<file path="src/rtl/alarm_ctrl_pkg.sv">
// -----------------------------------------------------------------------------
// alarm_ctrl_pkg
// Shared definitions for the multi-alarm set controller:
//   - state_e    : controller states; the numeric values are what MODE shows
//                  to the display mux.
//   - MODE_W     : width of the MODE output.
//   - sel_width  : width of the alarm-select index for a given alarm count.
//   - next_mode  : the F1 (mode/advance) state sequence.
// -----------------------------------------------------------------------------
package alarm_ctrl_pkg;

    localparam int MODE_W = 3;

    typedef enum logic [MODE_W-1:0] {
        ST_IDLE     = 3'd0,
        ST_SEL      = 3'd1,
        ST_SETHOUR  = 3'd2,
        ST_SETMIN   = 3'd3,
        ST_SETONOFF = 3'd4
    } state_e;

    // A single alarm still needs a one-bit select port.
    function automatic int sel_width(input int num_alarms);
        return (num_alarms <= 1) ? 1 : $clog2(num_alarms);
    endfunction

    function automatic state_e next_mode(input state_e s);
        state_e nm;
        nm = ST_IDLE;
        case (s)
            ST_IDLE:     nm = ST_SEL;
            ST_SEL:      nm = ST_SETHOUR;
            ST_SETHOUR:  nm = ST_SETMIN;
            ST_SETMIN:   nm = ST_SETONOFF;
            ST_SETONOFF: nm = ST_IDLE;
            default:     nm = ST_IDLE;
        endcase
        return nm;
    endfunction

endpackage

</file>
<file path="src/rtl/alarm_control_multi_sw_edge_repeat.sv">
// -----------------------------------------------------------------------------
// sw_edge_repeat
// Rising-edge detector with optional auto-repeat for one debounced switch.
//   clock, reset : system clock, asynchronous active-high reset
//   sw           : debounced switch level (synchronous to clock)
//   repeat_en    : auto-repeat permitted at this edge; dropping it disarms
//                  the repeat until the switch is released and pressed again
//   rise         : combinational, high at the edge where sw is sampled 1 after
//                  being sampled 0
//   rpt_pulse    : combinational, high at hold counts REPEAT_DELAY,
//                  REPEAT_DELAY+REPEAT_RATE, REPEAT_DELAY+2*REPEAT_RATE, ...
// -----------------------------------------------------------------------------
module sw_edge_repeat #(
    parameter int REPEAT_DELAY = 500000,
    parameter int REPEAT_RATE  = 100000
) (
    input  logic clock,
    input  logic reset,
    input  logic sw,
    input  logic repeat_en,
    output logic rise,
    output logic rpt_pulse
);

    localparam int CNT_MAX = (REPEAT_DELAY > REPEAT_RATE) ? REPEAT_DELAY : REPEAT_RATE;
    localparam int CNT_W   = $clog2(CNT_MAX + 1);
    localparam logic [CNT_W-1:0] DELAY_C = CNT_W'(REPEAT_DELAY);
    localparam logic [CNT_W-1:0] RATE_C  = CNT_W'(REPEAT_RATE);

    // was_low_q is the previous-sample register stored inverted: clearing it on
    // reset makes a switch that is already high at release look "still held",
    // so no rise is reported until it has been sampled low.
    logic             was_low_q, was_low_d;
    logic             armed_q, armed_d;
    // The counter measures the initial delay first, then restarts for every
    // repeat interval, so it never has to count beyond max(DELAY, RATE).
    logic             rate_phase_q, rate_phase_d;
    logic [CNT_W-1:0] cnt_q, cnt_d;
    logic [CNT_W-1:0] cnt_inc;
    logic             target_hit;

    always_comb begin
        was_low_d    = ~sw;
        rise         = sw & was_low_q;
        cnt_inc      = cnt_q + 1'b1;
        target_hit   = rate_phase_q ? (cnt_inc == RATE_C) : (cnt_inc == DELAY_C);
        rpt_pulse    = 1'b0;
        armed_d      = 1'b0;
        rate_phase_d = 1'b0;
        cnt_d        = '0;
        if (sw && repeat_en) begin
            if (rise) begin
                armed_d = 1'b1;
            end else if (armed_q) begin
                armed_d = 1'b1;
                if (target_hit) begin
                    rpt_pulse    = 1'b1;
                    rate_phase_d = 1'b1;
                end else begin
                    rate_phase_d = rate_phase_q;
                    cnt_d        = cnt_inc;
                end
            end
        end
    end

    always_ff @(posedge clock or posedge reset) begin
        if (reset) begin
            was_low_q    <= 1'b0;
            armed_q      <= 1'b0;
            rate_phase_q <= 1'b0;
            cnt_q        <= '0;
        end else begin
            was_low_q    <= was_low_d;
            armed_q      <= armed_d;
            rate_phase_q <= rate_phase_d;
            cnt_q        <= cnt_d;
        end
    end

endmodule

</file>
<file path="src/rtl/alarm_control_multi.sv">
// -----------------------------------------------------------------------------
// alarm_control_multi
// Front-panel controller for NUM_ALARMS alarm channels using two switches.
//   clock, reset : system clock, asynchronous active-high reset
//   SW_F1        : mode/advance switch (debounced level)
//   SW_F2        : increment/toggle switch (debounced level)
//   ALM_SEL      : selected alarm index
//   ALM_HOUR     : one-cycle hour-increment pulse for alarm ALM_SEL
//   ALM_MIN      : one-cycle minute-increment pulse for alarm ALM_SEL
//   ALM_ONOFF    : one-cycle pulse when the enable of ALM_SEL toggles
//   ALM_ENA      : held enable bit per alarm
//   MODE         : current state (IDLE=0 SEL=1 SETHOUR=2 SETMIN=3 SETONOFF=4)
// All outputs are registered; a switch edge is reflected one cycle later.
// -----------------------------------------------------------------------------
module alarm_control_multi
    import alarm_ctrl_pkg::*;
#(
    parameter int NUM_ALARMS   = 4,
    parameter int REPEAT_DELAY = 500000,
    parameter int REPEAT_RATE  = 100000,
    parameter int TIMEOUT      = 10000000
) (
    input  logic                                 clock,
    input  logic                                 reset,
    input  logic                                 SW_F1,
    input  logic                                 SW_F2,
    output logic [sel_width(NUM_ALARMS)-1:0]     ALM_SEL,
    output logic                                 ALM_HOUR,
    output logic                                 ALM_MIN,
    output logic                                 ALM_ONOFF,
    output logic [NUM_ALARMS-1:0]                ALM_ENA,
    output logic [MODE_W-1:0]                    MODE
);

    localparam int SEL_W = sel_width(NUM_ALARMS);
    localparam int TO_W  = $clog2(TIMEOUT + 1);
    localparam logic [SEL_W-1:0] SEL_LAST = SEL_W'(NUM_ALARMS - 1);
    localparam logic [TO_W-1:0]  TO_LAST  = TO_W'(TIMEOUT - 1);

    state_e                  state_q, state_d;
    logic [SEL_W-1:0]        sel_q, sel_d;
    logic [NUM_ALARMS-1:0]   ena_q, ena_d;
    logic                    hour_q, hour_d;
    logic                    min_q, min_d;
    logic                    onoff_q, onoff_d;
    logic [TO_W-1:0]         to_q, to_d;

    logic f1_rise, f1_rpt;
    logic f2_rise, f2_rpt, f2_rpt_en;
    logic f2_act, activity, timed_out;

    // An F1 rise on the same edge keeps F2 from arming, so a held F2 cannot
    // start repeating in the state F1 moves to.
    assign f2_rpt_en = ((state_q == ST_SETHOUR) || (state_q == ST_SETMIN)) && !f1_rise;

    sw_edge_repeat #(
        .REPEAT_DELAY (REPEAT_DELAY),
        .REPEAT_RATE  (REPEAT_RATE)
    ) u_f1 (
        .clock     (clock),
        .reset     (reset),
        .sw        (SW_F1),
        .repeat_en (1'b0),
        .rise      (f1_rise),
        .rpt_pulse (f1_rpt)
    );

    sw_edge_repeat #(
        .REPEAT_DELAY (REPEAT_DELAY),
        .REPEAT_RATE  (REPEAT_RATE)
    ) u_f2 (
        .clock     (clock),
        .reset     (reset),
        .sw        (SW_F2),
        .repeat_en (f2_rpt_en),
        .rise      (f2_rise),
        .rpt_pulse (f2_rpt)
    );

    always_comb begin
        state_d = state_q;
        sel_d   = sel_q;
        ena_d   = ena_q;
        hour_d  = 1'b0;
        min_d   = 1'b0;
        onoff_d = 1'b0;
        to_d    = to_q;

        f2_act    = f2_rise && !f1_rise;
        activity  = f1_rise || f1_rpt || f2_rise || f2_rpt;
        // Any switch activity on the expiring edge wins over the timeout.
        timed_out = (state_q != ST_IDLE) && !activity && (to_q == TO_LAST);

        if (f1_rise) begin
            state_d = next_mode(state_q);
        end else if (timed_out) begin
            state_d = ST_IDLE;
        end else if (f2_act || f2_rpt) begin
            case (state_q)
                ST_SEL:      sel_d = (sel_q == SEL_LAST) ? '0 : sel_q + 1'b1;
                ST_SETHOUR:  hour_d = 1'b1;
                ST_SETMIN:   min_d  = 1'b1;
                ST_SETONOFF: begin
                    for (int i = 0; i < NUM_ALARMS; i++) begin
                        if (sel_q == SEL_W'(i)) ena_d[i] = ~ena_q[i];
                    end
                    onoff_d = 1'b1;
                end
                default: ;
            endcase
        end

        if ((state_d == ST_IDLE) || activity) begin
            to_d = '0;
        end else begin
            to_d = to_q + 1'b1;
        end
    end

    always_ff @(posedge clock or posedge reset) begin
        if (reset) begin
            state_q <= ST_IDLE;
            sel_q   <= '0;
            ena_q   <= '0;
            hour_q  <= 1'b0;
            min_q   <= 1'b0;
            onoff_q <= 1'b0;
            to_q    <= '0;
        end else begin
            state_q <= state_d;
            sel_q   <= sel_d;
            ena_q   <= ena_d;
            hour_q  <= hour_d;
            min_q   <= min_d;
            onoff_q <= onoff_d;
            to_q    <= to_d;
        end
    end

    assign ALM_SEL   = sel_q;
    assign ALM_HOUR  = hour_q;
    assign ALM_MIN   = min_q;
    assign ALM_ONOFF = onoff_q;
    assign ALM_ENA   = ena_q;
    assign MODE      = state_q;

endmodule

</file>
<file path="config.mk">
export PLATFORM = sky130hd
export DESIGN_NAME = alarm_control_multi
export DESIGN_NICKNAME = d
export VERILOG_FILES = /design/src/rtl/alarm_ctrl_pkg.sv /design/src/rtl/alarm_control_multi_sw_edge_repeat.sv /design/src/rtl/alarm_control_multi.sv
export SDC_FILE = /design/constraint.sdc
export NUM_CORES = 1
export LEC_CHECK = 0
export CAP_MARGIN = 5
export CELL_PAD_IN_SITES_DETAIL_PLACEMENT = 0
export CELL_PAD_IN_SITES_GLOBAL_PLACEMENT = 1
export CORE_MARGIN = 2
export CORE_UTILIZATION = 35
export CTS_CLUSTER_SIZE = 20
export DETAILED_ROUTE_END_ITERATION = 8
export PLACE_DENSITY_LB_ADDON = 0.1
export SYNTH_ARGS = -nofsm -noshare
export SYNTH_HDL_FRONTEND = slang
export SYNTH_SLANG_ARGS = --single-unit
</file>
<file path="constraint.sdc">
create_clock -name clock -period 4.6 [get_ports clock]
set_clock_uncertainty 0.1 [all_clocks]
set_input_delay 0.69 -clock clock [delete_from_list [all_inputs] [get_ports clock]]
set_output_delay 0.69 -clock clock [all_outputs]
set_load 0.005 [all_outputs]
</file>
==> summary.md <==
| Metric | Value |
|---|---|
| Final setup violation count | 0 |
| Hpwl dp | about 5.0 mm |
| Syn_area_per_cell | roughly 9.5 um2 |
| Crit path max fanout | 26 |
| Height of the die | ~100 um |
| Clock Path Buffers | 2 |
| Worst EP required | 4670 ps |
| Setup crit start kind | flip-flop |
| Post-synthesis cell type count | 54 |
| Row count | 35 |
| Area of the multi-input gates | approximately 1600 um2 |
| Die area | roughly 10000 um2 |
| CTS clk-pin slew, worst paths | about 60 ps |
| Vias per inst | around 5.3 |
| CTS Sinks | 59 |
| Worst relative slew slack | roughly 50% |
| CTS tree | yes |
| Most common cell after layout, fill and taps aside | dfrtp_1 |
| Status | finished, final reports clean |
| CP endpoint kind | flip-flop |
| First-pass GRT wire length | 12.4 mm |
| Fmax | around 330 MHz |
| Syn Nets | ~350 |
| Largest net degree at the start of global routing | 35 |
| P_leak | ~1.4 nW |
| Antenna viol nets, final | 0 |
| GRT Overall Usage | approximately 16% |
| Nets@finish | ~370 |
| RSZ-0062 raised after global routing | false |
| Post-route setup TNS | 0 ps |
| Synthesized area | about 3200 um2 |
| Post-Synthesis Cells | about 340 |
| Inst Count DP | between 400 and 500 |
| Number of global-route vias before repair | approximately 2500 |
| Cell Pwr Density | ~360 nW/um2 |
| Final Wtd Congestion | between 0.8 and 0.9 |
| Post-synthesis sequential area ratio | 45.6% |
| First-pass DRT Iterations | 4 |
| CTS buffer count | 9 |
| FFs w/ async S/R, synth | 100% |
| Initial antenna violation count | 0 |
| Total grt overflow | 0 |
| CP Class | flip-flop to flip-flop |
| Commonest non-fill, non-tap cells in the layout | dfrtp_1 (59), nor2_1 (49), nand2_1 (34) |
| Sequential standard cell area | 1480 um2 |
| Clock root buffer | clkbuf_8 |
| H-Tree Depth | 3 |
| Clock latency on the worst-skew pair | between 300 and 400 ps |
| Min Tclk post-route | 3070 ps |
| DRT Wirelength | between 7 and 8 mm |
| Slowest CP cell | or4_1 |
| Fillers | 945 |
| Hold Path Class | flip-flop to flip-flop |
| CP cell instances | ha_1 > and4_1 > nand2_1 > or4_1 > a221oi_4 > a2bb2oi_2 > o31ai_4 > buf_4 > nor4_1 |
| Core Box Area | 9110 um2 |
| Layout Cells excl Fill | 472 |
| Final Hold Vio Count | 0 |
| Layout cell share with drive strength beyond 1 | under 10% |
| R2R depth | 9 |
| Min-Delay Path Depth | 1 |
| DRC Markers | 0 |
| # diodes | 0 |
| Max VDD drop | 0.000133 V |
| # hold bufs at CTS | 0 |
| Initial Utilization | ~36% |
| EDFF count, synth | 0 |
| Chip width | between 100 and 150 um |
| Post-cts repair resize count | 0 |
| Slew @ Worst Pin | between 700 and 800 ps |
| CP arrival | about 3200 ps |
| Number of port buffers | 15 |
| Via count | 2482 |
| Total number of yosys warnings | 0 |
| Dominant synthesized flop cell | dfrtp_1 |
| Ports | 16 |
| Max-slew violations | 0 |
| Wire per inst | 15.2 um |
| First DRT Iteration DRCs | 77 |
| Postcts setup bufs | 0 |
| Crit share post-route | between 60% and 70% |
| Max cap viols | 0 |
| Slowest stage delay, CP | between 500 and 600 ps |
| Post-synthesis to final-layout area growth | 13.0% |
| Synth Register Bits | around 60 |
[area by class of cell]
| type | instances | area share, % |
|---|---|---|
| Inverter | 9 | 0.924 |
| Sequential cell | 59 | 40.4 |
| Tap cell | 111 | 3.80 |
| Clock inverter | 2 | 0.274 |
| Clock buffer | 13 | 4.62 |
| Timing Repair Buffer | 19 | 4.93 |
| Multi-Input combinational cell | 259 | 45.1 |
[per-stage QoR]
step | setup WS [ps] | hold slack (ps) | power, W | util [%] | instance area (um2)
after detailed placement | 1380 | 360 | 0.000890 | 38.2 | 3480
after global routing | 1320 | 392 | 0.00140 | 40.1 | 3660
after CTS | 1520 | 369 | 0.00134 | 40.1 | 3660
final | 1530 | 366 | 0.00131 | 40.1 | 3660
after floorplan | 1770 | 332 | 0.000771 | - | 3230
after global placement | 1430 | 351 | 0.000888 | 38.2 | 3480
[cell families (layout without fill, tap and decap cells)]
kind of cell / Yosys count / after routing / share of synthesized area, %
DFF: 59 / 59 / 45.6
buffers and inverters: 24 / 43 / 3.60
adders and majority gates: 6 / 6 / 2.32
xor gates and xnor gates: 44 / 44 / 11.9
and+or+nand+nor: 178 / 178 / 28.6
muxes: 1 / 1 / 0.309
AOI/OAI and AO/OA: 30 / 30 / 7.58
[worst max-delay path, delay by kind of cell (launching register included)]
| kind | cells | cell delay (ps) |
|---|---|---|
| and+or+nand+nor | 4 | 1090 |
| AOI/OAI and AO/OA | 3 | 670 |
| DFF | 1 | 430 |
| buffers and inverters | 1 | 320 |
| adders and majority gates | 1 | 280 |
[Yosys cell counts (5+ instances only)]
master / count / area [um2]
dfrtp_1: 59 / 1480
nor2_1: 49 / 184
nand2_1: 34 / 128
xnor2_1: 30 / 263
nor4_1: 23 / 144
nand3_1: 19 / 95.1
xor2_1: 14 / 123
nand4_1: 12 / 75.1
inv_1: 9 / 33.8
nor3_1: 8 / 40.0
a31oi_1: 6 / 37.5
clkbuf_1: 6 / 22.5
ha_1: 6 / 75.1
buf_2: 5 / 25.0
nor3b_1: 5 / 37.5
[path summary, 6_finish.rpt]
path | startpoint | to | slack (ps)
min | to_q[0]$_DFF_PP0_ | to_q[0]$_DFF_PP0_ | 370
max in group asynchronous | reset | u_f2.cnt_q[4]$_DFF_PP0_ | 2910
min reg2reg | to_q[0]$_DFF_PP0_ | to_q[0]$_DFF_PP0_ | 370
max | u_f2.cnt_q[0]$_DFF_PP0_ | to_q[8]$_DFF_PP0_ | 1530
max reg2reg | u_f2.cnt_q[0]$_DFF_PP0_ | to_q[8]$_DFF_PP0_ | 1530
min in group asynchronous | reset | ALM_HOUR$_DFF_PP0_ | 640
[state kept, by name, indices dropped and copies added, names as in the netlist]
name	count
ALM_ENA	4
ALM_HOUR	1
ALM_MIN	1
ALM_ONOFF	1
ALM_SEL	2
MODE	3
to_q	24
u_f1.was_low_q	1
u_f2.armed_q	1
u_f2.cnt_q	19
u_f2.rate_phase_q	1
u_f2.was_low_q	1
[where the power goes]
part	switching, W	internal [W]	total (W)
Clock	0.000203	0.000235	0.000439
Combinational	0.000121	0.000125	0.000246
Sequential	0.0000634	0.000566	0.000629
Total	0.000388	0.000926	0.00131
[layer usage]
layer  global-route usage [%]  vias to the layer above  share of wire, %  wire length, um
li1                         -                     1235                 -                -
met1                     22.4                     1213                52             3730
met2                     23.9                       27                45             3210
met3                     2.51                        7               1.9              140
met4                     6.64                        0               1.5              110
met5                        0                        -                 0                0
(Power assumes the default switching activity.)
